`src/rtl/avalon_st_symbol_unpacker.sv`:
```
// Avalon-ST width adapter: splits each captured 24-bit beat into 8-bit symbols,
// trimming trailing empty symbols on end-of-packet beats.
module avalon_st_symbol_unpacker (
   input  logic        clk,
   input  logic        reset,
   output logic        in_ready,
   input  logic        in_valid,
   input  logic [23:0] in_data,
   input  logic        in_startofpacket,
   input  logic        in_endofpacket,
   input  logic [1:0]  in_empty,
   input  logic        out_ready,
   output logic        out_valid,
   output logic [7:0]  out_data,
   output logic        out_startofpacket,
   output logic        out_endofpacket
);

   // Empty of 3 would leave no symbol, so it is clamped to keep one.
   function automatic logic [1:0] sym_count(input logic eop, input logic [1:0] empty);
      logic [1:0] cnt;
      if (!eop) begin
         cnt = 2'd3;
      end else if (empty == 2'd3) begin
         cnt = 2'd1;
      end else begin
         cnt = 2'd3 - empty;
      end
      return cnt;
   endfunction

   logic [23:0] data_q, data_d;
   logic        sop_q, sop_d;
   logic        eop_q, eop_d;
   logic [1:0]  cnt_q, cnt_d;
   logic [1:0]  idx_q, idx_d;
   logic        full_q, full_d;
   logic        last_s;
   logic        in_xfer_s;
   logic        out_xfer_s;

   assign last_s     = (idx_q == (cnt_q - 2'd1));
   assign in_ready   = ~reset & (~full_q | (out_ready & last_s));
   assign in_xfer_s  = in_valid & in_ready;
   assign out_xfer_s = full_q & out_ready;

   // Next-state: a new beat (possibly arriving as the last symbol leaves) wins over symbol advance.
   always_comb begin
      data_d = data_q;
      sop_d  = sop_q;
      eop_d  = eop_q;
      cnt_d  = cnt_q;
      idx_d  = idx_q;
      full_d = full_q;
      if (in_xfer_s) begin
         data_d = in_data;
         sop_d  = in_startofpacket;
         eop_d  = in_endofpacket;
         cnt_d  = sym_count(in_endofpacket, in_empty);
         idx_d  = 2'd0;
         full_d = 1'b1;
      end else if (out_xfer_s) begin
         if (last_s) begin
            full_d = 1'b0;
         end else begin
            idx_d = idx_q + 2'd1;
         end
      end else begin
         full_d = full_q;
      end
   end

   // State registers; reset drops any captured beat immediately.
   always_ff @(posedge clk or posedge reset) begin
      if (reset) begin
         data_q <= 24'd0;
         sop_q  <= 1'b0;
         eop_q  <= 1'b0;
         cnt_q  <= 2'd3;
         idx_q  <= 2'd0;
         full_q <= 1'b0;
      end else begin
         data_q <= data_d;
         sop_q  <= sop_d;
         eop_q  <= eop_d;
         cnt_q  <= cnt_d;
         idx_q  <= idx_d;
         full_q <= full_d;
      end
   end

   // Symbol select: first symbol sits in the most significant byte.
   always_comb begin
      case (idx_q)
         2'd0:    out_data = data_q[23:16];
         2'd1:    out_data = data_q[15:8];
         2'd2:    out_data = data_q[7:0];
         default: out_data = 8'd0;
      endcase
   end

   assign out_valid         = full_q;
   assign out_startofpacket = full_q & sop_q & (idx_q == 2'd0);
   assign out_endofpacket   = full_q & eop_q & last_s;

endmodule

```
`config.mk`:
```
export PLATFORM = sky130hd
export DESIGN_NAME = avalon_st_symbol_unpacker
export DESIGN_NICKNAME = d
export VERILOG_FILES = /design/src/rtl/avalon_st_symbol_unpacker.sv
export SDC_FILE = /design/constraint.sdc
export NUM_CORES = 1
export LEC_CHECK = 0
export BUFFER_PORTS_ARGS = -buffer_cell sky130_fd_sc_hd__buf_2
export CAP_MARGIN = 25
export CORE_MARGIN = 4
export CORE_UTILIZATION = 55
export CTS_CLUSTER_SIZE = 10
export DETAILED_ROUTE_END_ITERATION = 10
export HOLD_SLACK_MARGIN = 0.12
export PLACE_DENSITY_LB_ADDON = 0.1
export SETUP_SLACK_MARGIN = 0.2
export SLEW_MARGIN = 10
export SYNTH_ARGS = -nofsm -noshare
export SYNTH_HDL_FRONTEND = slang
export SYNTH_SLANG_ARGS = --single-unit
export TNS_END_PERCENT = 10
```
`constraint.sdc`:
```
create_clock -name clk -period 3.99 [get_ports clk]
set_input_delay 0.1995 -clock clk [delete_from_list [all_inputs] [get_ports clk]]
set_output_delay 0.1995 -clock clk [all_outputs]
set_load 0.005 [all_outputs]
```
=== Yosys cells after proc, flatten, opt, wreduce, memory -nomap -nowiden ===
Cells that the tools add are included.

* $add $sub $neg: 3
* Eq/ne operators: 5
* Multiplexer cells: 9
* Bitwise logic cells: 11
* Reductions and logical operators: 5

{| class="wikitable"
|+ Operators by type and width
! kind !! number
|-
| case mux 8 bit (3 select lines) || 1
|-
| 2-to-1 mux 2 bit || 5
|-
| AND 1 bit || 8
|-
| == test 2 bit, second input constant || 2
|-
| AND reduction 2 bit || 2
|-
| nonzero test 2 bit || 2
|-
| 2-to-1 mux 1 bit || 3
|-
| adder 2 x 1 -> 2 bit, second input constant || 1
|-
| == test 2 x 1 -> 1 bit, second input constant || 1
|-
| == test 2 bit || 1
|-
| logical NOT 2 bit || 1
|-
| inequality test 2 x 1 -> 1 bit, second input constant || 1
|-
| NOT 1 bit || 2
|-
| subtractor 2 x 1 -> 2 bit, second input constant || 1
|-
| subtractor 2 bit, first input constant || 1
|-
| bitwise OR 1 bit || 1
|}

* Bits in registers: 31
* Bits of input ports: 32
* Output and inout port bits: 12
* Logic and storage cells: 39

=== Longest topological paths before layout ===
* Word-level depth: 8
* Mapped depth: 6
* Mapped depth without buffers: 6

=== Worst setup path before layout ===
No wires, ideal clock.

* Path kind: input to register
* Start point: input reset
* End point: register data_q[0]
* Library setup time: 0.125 ns
* Arrival: 1.924 ns
* Required time: 3.865 ns
* Setup slack: 1.941 ns
* Cell stages on the path: 6
* Buffers on the path: 2
* Cell sequence: inv_1 nand2_1 a31oi_4 buf_6 buf_12 mux2_4

* Cells in the longest elaborated chain, start to end: 3

{| class="wikitable"
|+ RTL lines
! element !! RTL line !! source
|-
| start, declared || 5 || <nowiki>input logic reset,</nowiki>
|-
| NOT 1 bit || 43 || <nowiki>assign in_ready = ~reset & (~full_q | (out_ready & last_s));</nowiki>
|-
| AND 1 bit || 43 ||
|-
| AND 1 bit || 44 || <nowiki>assign in_xfer_s = in_valid & in_ready;</nowiki>
|-
| end signal, assigned || 83 || <nowiki>data_q <= data_d;</nowiki>
|-
| end, declared || 32 || <nowiki>logic [23:0] data_q, data_d;</nowiki>
|}

Every way passes these cells.
A chain may end at the register's enable or synchronous reset.

=== Worst setup path in the final report ===
* Start point: register idx_q[1]
* End point: register cnt_q[0]

* Cells in the longest elaborated chain, start to end: 5

{| class="wikitable"
|+ RTL lines
! element !! RTL line !! source
|-
| start, declared || 36 || <nowiki>logic [1:0] idx_q, idx_d;</nowiki>
|-
| start signal, assigned || 87 || <nowiki>idx_q <= idx_d;</nowiki>
|-
| == test 2 bit || 42 || <nowiki>assign last_s = (idx_q == (cnt_q - 2'd1));</nowiki>
|-
| AND 1 bit || 43 ||
|-
| bitwise OR 1 bit || 43 ||
|-
| AND 1 bit || 43 ||
|-
| AND 1 bit || 44 ||
|-
| end signal, assigned || 86 || <nowiki>cnt_q <= cnt_d;</nowiki>
|-
| end, declared || 35 || <nowiki>logic [1:0] cnt_q, cnt_d;</nowiki>
|}

Every way passes these cells.

==> results.txt <==
For the pin with the worst max-slew slack, the measured transition is 0.499 ns. The run gives 2 as the deepest clock path buffer count. Yosys printed 0 warnings. For this run the aggregate overflow at the end of global routing stands at 0. The run finished with clean final reports.

Clock latency on the worst-skew pair, taken at its later pin, is 0.34 ns. The first TritonRoute pass finished after 6 iterations. The routed design has 3490 µm of wire. After synthesis, the most frequently instantiated cells are sky130_fd_sc_hd__dfrtp_1, sky130_fd_sc_hd__mux2_2, sky130_fd_sc_hd__a222oi_1, sky130_fd_sc_hd__mux2_4, sky130_fd_sc_hd__nor2_1.

The die area came out at 3740 µm². The run gives 2 as the number of H-tree branching levels. After synthesis, the cell types taking the most area are sky130_fd_sc_hd__dfrtp_1, sky130_fd_sc_hd__mux2_2, sky130_fd_sc_hd__mux2_4. After detailed routing, the average wire length per cell comes to 15.4 µm. The tool flagged a number of max-cap violations equal to 0. The count of input and output buffers was 43. The logs give 56.8% for the starting density of the core and 2.90 ns for the worst path arrival time. The cell taking the most area after synthesis is sky130_fd_sc_hd__dfrtp_1.

The most instantiated library cell after synthesis is sky130_fd_sc_hd__dfrtp_1. Entering global routing, the biggest net connects 35 pins. The run gives 0 as the remaining antenna violation count.

TritonCTS built the clock tree. Counting every sink on the clock net gives 31. The number of antenna diodes in the final layout is 0. The static leakage is 0.989 nW, and the post-route core utilization is 78.1%.

IR analysis of the VDD net gives a maximum drop of 564 µV. The number of enable-type register cells in the synthesized netlist works out to 0. The worst setup path is captured at a flop. The clock arrives with 0.00478 ns of skew. Global routing used 21.5% of the available tracks across all layers.

In the routed layout, each cell is associated on average with a via count of 5.43. The proportion of register bits with asynchronous set or reset after synthesis was 100%; the net count of the finished layout was 230. Detailed placement ended at an HPWL of 2180 µm.

After the first detailed-routing iteration, the DRC count stood at 67. Subtracting the final worst setup slack from the clock period gives 2.63 ns. The number of buffers created by CTS was 5; the number of cells produced by synthesis was 120.

The number of nets in the synthesized netlist was 156; the maximum operating frequency was 0.380 GHz. The mapped cell area was 1550 µm²; the final critical-path share of the clock period was 65.9%. Setup repair after global routing left no endpoint under its margin.

The flip-flop and latch count after synthesis is 31. The cell row count came out at 19. Layout-stage area growth over the synthesis result: 37.4%.

The top-level port count is 44. The initial antenna violation count was 0; the total negative slack was 0 ns. The total area inside the core boundary comes to 2730 µm². Of all nets on the critical path, the largest fanout is 19. For this run, design rule violations remaining after detail routing come to 0. The number of placed instances, taps included, is 187.

Of the cells placed in the final design, the portion with a size suffix greater than 1 is 41.5%. Measured along the y axis, the die boundary spans 61.2 µm. The die outline width was 61.2 µm. Each instance of the synthesized netlist takes up on average 12.9 µm². For this run, the register share of the synthesized area comes to 50.1%.

The run gives 66.7% as the worst slew margin relative to its limit. The max-slew violation count was 0. The final number of hold-violating endpoints is 0. Clock-pin slew of the registers on the worst-case setup and hold paths: 0.09 ns. Routability-driven placement finished with a final weighted congestion of 0.814. The design draws 1.40 mW. Once layout is complete, the cells apart from fillers number 226. The routed layout has 1227 vias. The worst hold path belongs to the class in2reg. Summed over its instances, the top area cell type makes up 46.7% of the synthesized netlist area. The most used flip-flop cell after synthesis is sky130_fd_sc_hd__dfrtp_1.

The number of setup violations in the final report is 0, and the via count of the first global-routing pass is 1295. The cell chosen for the clock root is sky130_fd_sc_hd__clkbuf_4. The worst hold slack across all endpoints is 0.182 ns. The first global-routing pass estimated 5690 µm of wire. The power density over the cells is 658 nW/µm². The tools report the kind of launch point of the worst setup path as a flop. The logs give 31 for the number of distinct library cell variants in the gate-level netlist after synthesis and 4.26 ns for the data required time of the worst path.

The category of the critical setup timing path is reg2reg. Counting the fill cells in the layout gives 163.
## worst paths after layout
kind | start | endpoint | slack [ns] | depth (start not counted)
max | idx_q[1] | cnt_q[0] | 1.36 | 6
min | in_empty[1] | cnt_q[1] | 0.18 | 3
max reg2reg | idx_q[1] | cnt_q[0] | 1.36 | 6
min reg2reg | eop_q | eop_q | 0.52 | 1
max in group asynchronous | reset | cnt_q[1] | 3.17 | 4
min in group asynchronous | reset | out_valid | 0.49 | 4
## cell families after synthesis
group / after synthesis / synth area share, %
AOI/OAI and AO/OA: 22 / 12.6
xor gates and xnor gates: 1 / 0.564
adders and majority gates: 4 / 3.22
buffers and inverters: 13 / 4.91
DFF: 31 / 50.1
muxes: 27 / 21.5
and+or+nand+nor: 22 / 7.17
## per-stage QoR
step	area (µm²)	worst slack (ns)
2_1_floorplan	1550	1.94
5_1_grt	2130	1.16
6_report	2130	1.36
3_3_place_gp	1760	1.49
4_1_cts	2110	1.07
3_5_place_dp	1760	1.42
## placed cells by master, fill, tap and decap left out, types with 2 or more instances in the layout
cell type,count
sky130_fd_sc_hd__nor2b_1,2
sky130_fd_sc_hd__dfstp_2,2
sky130_fd_sc_hd__and3_1,2
sky130_fd_sc_hd__nor2_1,8
sky130_fd_sc_hd__inv_1,5
sky130_fd_sc_hd__dfrtp_1,29
sky130_fd_sc_hd__a32o_1,2
sky130_fd_sc_hd__mux2_4,8
sky130_fd_sc_hd__a222oi_1,8
sky130_fd_sc_hd__nand2_1,4
sky130_fd_sc_hd__ha_1,4
sky130_fd_sc_hd__clkbuf_4,5
sky130_fd_sc_hd__a31oi_1,3
sky130_fd_sc_hd__dlygate4sd3_1,30
sky130_fd_sc_hd__mux2_2,19
sky130_fd_sc_hd__clkbuf_1,3
sky130_fd_sc_hd__o21ai_0,4
sky130_fd_sc_hd__buf_2,43
## critical path: stages (launching register included)
cell and delay, ns:
sky130_fd_sc_hd__dfrtp_1 0.45, sky130_fd_sc_hd__xnor2_1 0.42, sky130_fd_sc_hd__nand3_1 0.26, sky130_fd_sc_hd__a31oi_4 0.52
sky130_fd_sc_hd__buf_16 0.23, sky130_fd_sc_hd__a41oi_1 0.12, sky130_fd_sc_hd__dlygate4sd3_1 0.56
## power breakdown
group | internal, mW | switching [mW] | leakage, nW
combinational | 0.378 | 0.264 | 0.596
clock | 0.0701 | 0.107 | 0.0265
sequential | 0.477 | 0.108 | 0.366
total | 0.925 | 0.479 | 0.989
## area by class of cell
cell class	count	area [µm²]	area share, %
Timing Repair Buffer	75	551	25.8
Inverter	5	18.8	0.879
Tap cell	31	38.8	1.82
Sequential cell	31	778	36.5
Clock buffer	8	48.8	2.29
Multi-Input combinational cell	76	699	32.8
## state kept, by name (all words and copies together) (netlist names)
signal / cells
out_valid: 1
data_q: 24
sop_q: 1
cnt_q: 2
idx_q: 2
eop_q: 1
## routing by layer
metal	part of all wire, %	vias to the layer above	global-route usage (%)
li1	-	600	-
met1	41	585	23.2
met2	52	35	36.7
met3	5.2	7	7.97
met4	1.9	0	11.1
met5	0	-	0
## what timing repair did
action,CTS,global route
endpoints found under the setup margin,0,0
hold buffers,30,0
gates resized for setup,0,0
setup buffers,0,0
endpoints found under the hold margin,57,0
Power figures use the tool's default switching activity.
